`src/rtl/dmem_pkg.sv`:
```
// ============================================================================
// Module : dmem_pkg
// Brief  : Shared state encoding and default sizing for the dmem_pipe block.
// Rev    : 1.0  initial release
// ============================================================================
`default_nettype none

package dmem_pkg;

    localparam int DEF_N = 16;
    localparam int DEF_R = 6;

    typedef enum logic [0:0] {
        S_INIT  = 1'b0,
        S_READY = 1'b1
    } state_t;

endpackage

`default_nettype wire

```
`src/rtl/dmem_array.sv`:
```
// ============================================================================
// Module : dmem_array
// Brief  : 2**R x N word storage, one byte-masked write port, one async read.
// Rev    : 1.0  initial release
// ============================================================================
`default_nettype none

module dmem_array
    import dmem_pkg::*;
#(
    parameter int N = DEF_N,
    parameter int R = DEF_R
) (
    input  logic             clk,
    input  logic             we_i,
    input  logic [R-1:0]     widx_i,
    input  logic [N-1:0]     wdata_i,
    input  logic [N/8-1:0]   wbe_i,
    input  logic [R-1:0]     ridx_i,
    output logic [N-1:0]     rdata_o
);

    logic [N-1:0] mem_q [0:(1<<R)-1];

    always_ff @(posedge clk) begin
        if (we_i) begin
            for (int i = 0; i < N/8; i++) begin
                if (wbe_i[i]) begin
                    mem_q[widx_i][8*i +: 8] <= wdata_i[8*i +: 8];
                end
            end
        end
    end

    // Asynchronous read lets a read issued right after a write see new data.
    assign rdata_o = mem_q[ridx_i];

endmodule

`default_nettype wire

```
`src/rtl/dmem_pipe.sv`:
```
// ============================================================================
// Module : dmem_pipe
// Brief  : Self-clearing data memory with valid/ready requests and 1-cycle
//          registered read / error responses.
// Rev    : 1.0  initial release
// ============================================================================
`default_nettype none

module dmem_pipe
    import dmem_pkg::*;
#(
    parameter int N = DEF_N,
    parameter int R = DEF_R
) (
    input  logic             clk,
    input  logic             rst,
    input  logic             req_valid,
    output logic             req_ready,
    input  logic             req_write,
    input  logic [N-1:0]     addr,
    input  logic [N-1:0]     writedata,
    input  logic [N/8-1:0]   byte_en,
    output logic             resp_valid,
    output logic [N-1:0]     readdata,
    output logic             addr_err,
    output logic             init_done
);

    state_t          state_q;
    logic [R-1:0]    cnt_q;
    logic            resp_valid_q, resp_valid_d;
    logic            addr_err_q,   addr_err_d;
    logic [N-1:0]    readdata_q,   readdata_d;

    logic            accept;
    logic            in_range;
    logic            mem_we;
    logic [R-1:0]    mem_widx;
    logic [N-1:0]    mem_wdata;
    logic [N/8-1:0]  mem_wbe;
    logic [N-1:0]    mem_rdata;

    assign accept   = req_valid && (state_q == S_READY);
    assign in_range = (addr[N-1:R] == '0);

    // During clear the write port is owned by the counter; afterwards by requests.
    always_comb begin
        mem_we    = 1'b0;
        mem_widx  = addr[R-1:0];
        mem_wdata = writedata;
        mem_wbe   = byte_en;
        if (state_q == S_INIT) begin
            mem_we    = !rst;
            mem_widx  = cnt_q;
            mem_wdata = '0;
            mem_wbe   = '1;
        end else if (accept && req_write && in_range) begin
            mem_we    = !rst;
        end
    end

    always_comb begin
        resp_valid_d = 1'b0;
        addr_err_d   = 1'b0;
        readdata_d   = readdata_q;
        if (accept) begin
            if (!in_range) begin
                resp_valid_d = 1'b1;
                addr_err_d   = 1'b1;
                if (!req_write) begin
                    readdata_d = '0;
                end
            end else if (!req_write) begin
                resp_valid_d = 1'b1;
                readdata_d   = mem_rdata;
            end
        end
    end

    always_ff @(posedge clk) begin
        if (rst) begin
            state_q      <= S_INIT;
            cnt_q        <= '0;
            resp_valid_q <= 1'b0;
            addr_err_q   <= 1'b0;
            readdata_q   <= '0;
        end else begin
            resp_valid_q <= resp_valid_d;
            addr_err_q   <= addr_err_d;
            readdata_q   <= readdata_d;
            case (state_q)
                S_INIT: begin
                    cnt_q <= cnt_q + R'(1);
                    if (cnt_q == '1) begin
                        state_q <= S_READY;
                    end
                end
                S_READY: state_q <= S_READY;
                default: state_q <= S_INIT;
            endcase
        end
    end

    dmem_array #(
        .N (N),
        .R (R)
    ) u_array (
        .clk     (clk),
        .we_i    (mem_we),
        .widx_i  (mem_widx),
        .wdata_i (mem_wdata),
        .wbe_i   (mem_wbe),
        .ridx_i  (addr[R-1:0]),
        .rdata_o (mem_rdata)
    );

    assign req_ready  = (state_q == S_READY);
    assign init_done  = (state_q == S_READY);
    assign resp_valid = resp_valid_q;
    assign addr_err   = addr_err_q;
    assign readdata   = readdata_q;

endmodule

`default_nettype wire

```
`config.mk`:
```
export PLATFORM = sky130hd
export DESIGN_NAME = dmem_pipe
export DESIGN_NICKNAME = d
export VERILOG_FILES = /design/src/rtl/dmem_pkg.sv /design/src/rtl/dmem_array.sv /design/src/rtl/dmem_pipe.sv
export SDC_FILE = /design/constraint.sdc
export NUM_CORES = 1
export LEC_CHECK = 0
export BUFFER_PORTS_ARGS = -buffer_cell sky130_fd_sc_hd__buf_4
export CAP_MARGIN = 20
export CORE_MARGIN = 2
export CORE_UTILIZATION = 28
export CTS_CLUSTER_SIZE = 40
export DETAILED_ROUTE_END_ITERATION = 8
export HOLD_SLACK_MARGIN = 0.02
export SYNTH_ARGS = -nofsm -noshare
export SYNTH_HDL_FRONTEND = slang
export SYNTH_SLANG_ARGS = --single-unit
```
`constraint.sdc`:
```
create_clock -name clk -period 5.4 [get_ports clk]
set_input_delay 0.81 -clock clk [delete_from_list [all_inputs] [get_ports clk]]
set_output_delay 0.81 -clock clk [all_outputs]
set_load 0.05 [all_outputs]
```
==> qor.txt, run 1 <==
final slew viol count: 0
CTS tree: built
Num CTS Buffers: 102
Port Buffers: 57
buffer count from post-CTS setup fixing: 0
max-cap violations: 0
area occupied by multi-input gates: 0.00933 sq mm
actual slew at the worst max-slew pin: 1.17 ns
M3 GR Usage: 0.0327
Mapped Area: 0.0413 sq mm
CTS resizes: 0
clk sink count: 1049
vias in the first global route: 21.0k
Post-synth EDFFs: 1024
simple-gate share of the synthesized area: 0.0534
Distinct cells, synth: 60
Fill cells: 13.9k
IO Pins: 58
post-synthesis adder-cell area fraction: 0.000303
Skew-Pair Late Insertion Delay: 0.68 ns
final core utilization: 0.323
Min Hold Slack: 0.357 ns
DR pass1 iterations: 6
endpoints failing hold: 0
critical path capture point type: register
Tot GR Track Use: 0.144
routed length per instance: 26.2 um
syn_nets: 2192
Cell Area, Placed: 0.0437 sq mm
HPWL Detailed: 69000 um
synthesized netlist cell count: 2153
RSZ-0062 raised after global routing: false
Sw Share: 0.207
commonest cells after routing, fill and taps aside: edfxtp_1, mux4_2, nor2_1, mux2i_1, nand2_1
Die Ht: 388 um
number of diodes: 0
Setup violations, final: 0
die area: 0.150 sq mm
Worst EP arrival: 3.82 ns
Net Switching: 3.46 mW
DRC: 0
Synth Warn #: 0
internal power: 13.3 mW
row cnt: 140
kind of critical path: primary input to register
final cycle utilization of the critical path: 0.654
syn avg cell area: 19.2 sq um
die width: 388 um
share of layout cells above drive strength 1: 0.216
Routed WL: 111000 um
commonest non-fill, non-tap cell in the layout: edfxtp_1
Layout area overhead: 14.3%
GRT Max-Usage Layer: met2
Yosys top cell area share: 0.745
placed cells: 4040
Peak Freq: 0.283 GHz
register area: 0.0313 sq mm
initial cell density of the core: 0.283
Vias/cell: 5.05
H-tree Lvls: 3
total core area: 0.146 sq mm
total gr overflow: 0
Final ANT Viol Nets: 0
Pwr Density: 355 mW/mm^2
post-synthesis sequential area ratio: 0.757
fin area: 0.0472 sq mm
first-pass GRT wire length: 158000 um
Logic pwr share: 0.038
flops & latches, synth: 1049
CP Launch Type: primary input
Nets: 2266
met2 Use GR: 0.224
pin count of the biggest net entering global routing: 119
Tmin final: 3.53 ns
sequential fraction of design power: 0.527
post-synthesis mux area share: 0.139
peak supply drop: 0.000240 V
static leakage: 15.7 nW
Design Power: 16.7 mW
clock power share: 0.435
Layout Cells excl Fill: 4234
initial drt markers: 2946
initial antenna violation count: 3
CTS root buf: clkbuf_16
crit path max fanout: 11
setup TNS: 0 ns
Hold Path Class: primary input to register
Setup WS pre-CTS: 1.30 ns
ys flop type: edfxtp_1
Worst-path clk slew: 0.06 ns
Critical Path RT: 5.69 ns
outcome: complete, no violations
cts hold-fix bufs: 0
xor-xnor portion of the synthesized cell area: 0.00106
met1 Track Usage GR: 0.205
placer congestion estimate: 0.852
dominant cell type by area after synthesis: edfxtp_1
largest family of logic cells by synthesized area: multiplexers
Setup Skew: 0.0314 ns
compound-gate portion of the synthesized area: 0.0306
total number of vias: 21.4k
fraction of registers with async set/reset: 0
top cells by area, synth: edfxtp_1, mux4_2, mux2i_1
min setup slack post-route: 1.87 ns
CTS Buffer Depth: 3
relative slew slack: 0.219
state kept, by name, summed over array words and instances (netlist names):
name and flops:
init_done 1, resp_valid 1, readdata 16, u_array.mem_q 1024, cnt_q 6, addr_err 1
path summary, 6_finish.rpt:
path,depth (start not counted),from,end,slack [ns]
worst max-delay path,7,addr[13],u_array.mem_q[14][3]$_DFFE_PP_,1.87
worst min-delay path,2,req_write,resp_valid$_SDFF_PP0_,0.36
worst min register to register,2,readdata[2]$_SDFFE_PP0P_,readdata[2]$_SDFFE_PP0P_,0.51
worst max register to register,6,init_done$_SDFF_PP0_,u_array.mem_q[43][4]$_DFFE_PP_,1.91
power groups by stage:
stage               logic (mW)  registers, mW  clock network, mW
floorplan                0.413           9.00                  0
global placement         0.628           9.00                  0
detailed placement       0.631           9.00                  0
CTS                      0.633           8.83               7.40
global route             0.659           8.83               7.71
finish                   0.632           8.83               7.28
critical path, stage by stage:
cell and delay (ns):
buf_4 0.11, nor4_1 0.54, a41oi_1 0.34, nor3_2 0.37, nand2_1 0.63, buf_4 0.41, nor2_1 0.60
per-layer routing:
metal | up-vias | routed length, um
met3 | 131 | 10200
met1 | 11293 | 47400
met2 | 1037 | 51400
li1 | 8903 | -
met5 | - | 0
met4 | 0 | 2050
synth_stat cells, drive strengths merged (11+ instances only):
cell	number
edfxtp	1024
mux4	161
nor2	152
mux2i	140
nand2	115
buf	95
mux2	62
nand3	46
a22oi	45
nor2b	30
nand4	29
clkbuf	27
o22ai	26
a211oi	25
dfxtp	25
and2	21
a22o	11
nor4	11
logic make-up (layout without fill, tap and decap cells):
| logic type | count (synthesis) | count (layout) |
|---|---|---|
| adders and majority gates | 1 | 1 |
| buffers and inverters | 127 | 291 |
| xor gates and xnor gates | 5 | 5 |
| muxes | 363 | 363 |
| DFF | 1049 | 1049 |
| AOI/OAI and AO/OA | 163 | 163 |
| and+or+nand+nor | 445 | 445 |
area by class of cell:
| type | instances | area share |
|---|---|---|
| Clock inverter | 69 | 0.0158 |
| Sequential cell | 1049 | 0.663 |
| Timing Repair Buffer | 92 | 0.0156 |
| Multi-Input combinational cell | 977 | 0.198 |
| Clock buffer | 125 | 0.0570 |
| Tap cell | 1917 | 0.0509 |
| Inverter | 5 | 0.000398 |
Power figures use the tool's default switching activity.
==> run 2: changes to the inputs <==
- clock period: 5.4 -> 3.3 ns (I/O delays scaled with it)
==> run 2 against run 1 <==
Against the previous run:
- clock-buffer cell count shrank 2
- core utilization grew 1.2 points
- global-route usage grew 0.21 points
- critical path depth grew 1
- clock skew grew 0.0060 ns
- setup slack lost 1.4 ns
- register-to-register slack lost 1.5 ns
- sequential share of layout area shrank 2.4 points
- final cell count grew 5.4%
- die area is the same
- total power grew 61%
- critical endpoint is now u_array.mem_q[1][6]$_DFFE_PP_
- largest power group unchanged
==> qor.txt, run 2 (synthesis gave the netlist of run 1 again) <==
outcome: complete, no violations (unchanged)
worst path cell trace: inv_1 -> a41oi_1 -> nor3b_2 -> nand2_1 -> buf_4 -> buf_4 -> nor2_1 -> buf_4 (was buf_4 -> nor4_1 -> a41oi_1 -> nor3_2 -> nand2_1 -> buf_4 -> nor2_1)
IO Pins: 58 (unchanged)
Sw Share: 0.206 (was 0.207)
Setup violations, final: 0 (unchanged)
Fill cells: 13.7k (was 13.9k)
Nets: 2499 (was 2266)
Most flops, register: u_array.mem_q (unchanged)
sequential fraction of design power: 0.535 (was 0.527)
Tmin final: 2.86 ns
initial antenna violation count: 2 (was 3)
kind of critical path: register to register (was primary input to register)
CTS Buffer Depth: 3 (unchanged)
Num CTS Buffers: 101 (was 102)
setup TNS: 0 ns (unchanged)
Port Buffers: 57 (unchanged)
endpoints failing hold: 0 (unchanged)
min setup slack post-route: 0.438 ns (was 1.87 ns)
vias in the first global route: 21.8k (was 21.0k)
max FFs per register: 1024 (unchanged)
static leakage: 16.9 nW (was 15.7 nW)
cts hold-fix bufs: 1 (was 0)
die area: 0.150 sq mm (unchanged)
number of diodes: 0 (unchanged)
row cnt: 140 (unchanged)
Net Switching: 5.58 mW (was 3.46 mW)
Worst-path clk slew: 0.07 ns (was 0.06 ns)
clk sink count: 1049 (unchanged)
GRT Max-Usage Layer: met2 (unchanged)
Hold Path Class: primary input to register (unchanged)
met1 Track Usage GR: 0.208 (was 0.205)
internal power: 21.5 mW (was 13.3 mW)
Skew-Pair Late Insertion Delay: 0.68 ns (about the same)
Vias/cell: 4.95 (was 5.05)
routed length per instance: 25.2 um (was 26.2 um)
slowest stage delay, CP: 0.67 ns (was 0.63 ns)
DR pass1 iterations: 5 (was 6)
first-pass GRT wire length: 161000 um (was 158000 um)
Worst path slowest cell: dfxtp_1 (was nand2_1)
Layout area overhead: 18.6% (was 14.3%)
relative slew slack: 0.249 (was 0.219)
share of layout cells above drive strength 1: 0.285 (was 0.216)
die width: 388 um (unchanged)
commonest cells after routing, fill and taps aside: edfxtp_1, buf_4, mux4_2, nor2_1, mux2i_1 (was edfxtp_1, mux4_2, nor2_1, mux2i_1, nand2_1)
Critical Path RT: 3.71 ns (was 5.69 ns)
Peak Freq: 0.349 GHz
pin count of the biggest net entering global routing: 65 (was 119)
initial drt markers: 2713 (was 2946)
initial cell density of the core: 0.283 (unchanged)
commonest non-fill, non-tap cell in the layout: edfxtp_1 (unchanged)
Die Ht: 388 um (unchanged)
max-cap violations: 0 (unchanged)
total gr overflow: 0 (unchanged)
final cycle utilization of the critical path: 0.867
Routed WL: 112000 um (was 111000 um)
Logic pwr share: 0.041 (was 0.038)
Setup Skew: 0.0373 ns (was 0.0314 ns)
RSZ-0062 raised after global routing: false (unchanged)
CTS resizes: 0 (unchanged)
Final ANT Viol Nets: 0 (unchanged)
total number of vias: 22.1k (was 21.4k)
CTS tree: built (unchanged)
most used cell, CP: buf_4 (unchanged)
Setup WS pre-CTS: 0.171 ns (was 1.30 ns)
crit path max fanout: 13 (was 11)
critical path capture point type: register (unchanged)
Buf+Inv Stages, Crit Path: 4 (was 2)
HPWL Detailed: 74800 um (was 69000 um)
Top delay family on crit path: buffers and inverters (was simple AND/OR/NAND/NOR gates)
buffer count from post-CTS setup fixing: 0 (unchanged)
Pwr Density: 552 mW/mm^2 (was 355 mW/mm^2)
clock power share: 0.425 (was 0.435)
M3 GR Usage: 0.0279 (was 0.0327)
CTS root buf: clkbuf_16 (unchanged)
Worst EP arrival: 3.27 ns (was 3.82 ns)
DRC: 0 (unchanged)
total core area: 0.146 sq mm (unchanged)
peak supply drop: 0.000414 V (was 0.000240 V)
actual slew at the worst max-slew pin: 1.12 ns (was 1.17 ns)
final slew viol count: 0 (unchanged)
placer congestion estimate: 0.874 (was 0.852)
met2 Use GR: 0.230 (was 0.224)
H-tree Lvls: 3 (unchanged)
CP Launch Type: register (was primary input)
Tot GR Track Use: 0.147 (was 0.144)
[run 2: changes by cell type in the layout (fill, tap and decap cells not counted), moves of 3 or more]
cell,change
nand2_2,-3
clkinv_8,-4
and2_2,+9
and2_4,-9
clkbuf_1,-3
bufinv_16,-5
clkinv_4,+3
buf_4,+217
buf_12,+16
nand2_1,+3
[run 2: cell type report]
cell class                      count  area [sq um]  share of cell area
Clock buffer                      123          2720              0.0555
Clock inverter                     64           569              0.0116
Inverter                            5          18.8            0.000383
Multi-Input combinational cell    977          9290               0.190
Sequential cell                  1049         31300               0.639
Tap cell                         1917          2400              0.0490
Timing Repair Buffer              326          2690              0.0550
[run 2: through the flow]
stage                      util  cell area (sq um)  total power, mW  instances  hold WS, ns
final                     0.335              48900             27.0       4461        0.111
after global routing      0.335              48900             27.8       4461        0.110
after CTS                 0.335              48900             27.2       4461       0.0817
after detailed placement  0.313              45600             15.8       4273        0.507
after global placement    0.313              45600             15.8       4273        0.513
after floorplan               -              41300             15.4       2153        0.491
[run 2: worst paths after layout]
kind,to,cells after the start,slack [ns],start
setup / recovery,u_array.mem_q[1][6]$_DFFE_PP_,8,0.44,init_done$_SDFF_PP0_
hold / removal,init_done$_SDFF_PP0_,2,0.11,rst
setup reg to reg,u_array.mem_q[1][6]$_DFFE_PP_,8,0.44,init_done$_SDFF_PP0_
hold reg to reg,readdata[5]$_SDFFE_PP0P_,2,0.53,readdata[5]$_SDFFE_PP0P_
[run 2: power by group through the flow]
stage	Combinational [mW]	Sequential [mW]	Clock (mW)
2_1_floorplan	0.676	14.7	0
3_3_place_gp	1.10	14.7	0
3_5_place_dp	1.10	14.7	0
4_1_cts	1.11	14.4	11.7
5_1_grt	1.16	14.4	12.2
6_report	1.10	14.4	11.5
[run 2: layer usage]
layer	wire length, um	vias up	share of wire
li1	-	9371	-
met1	48400	11581	0.43
met2	52100	980	0.46
met3	9180	161	0.082
met4	2510	2	0.022
met5	13	-	0.00012
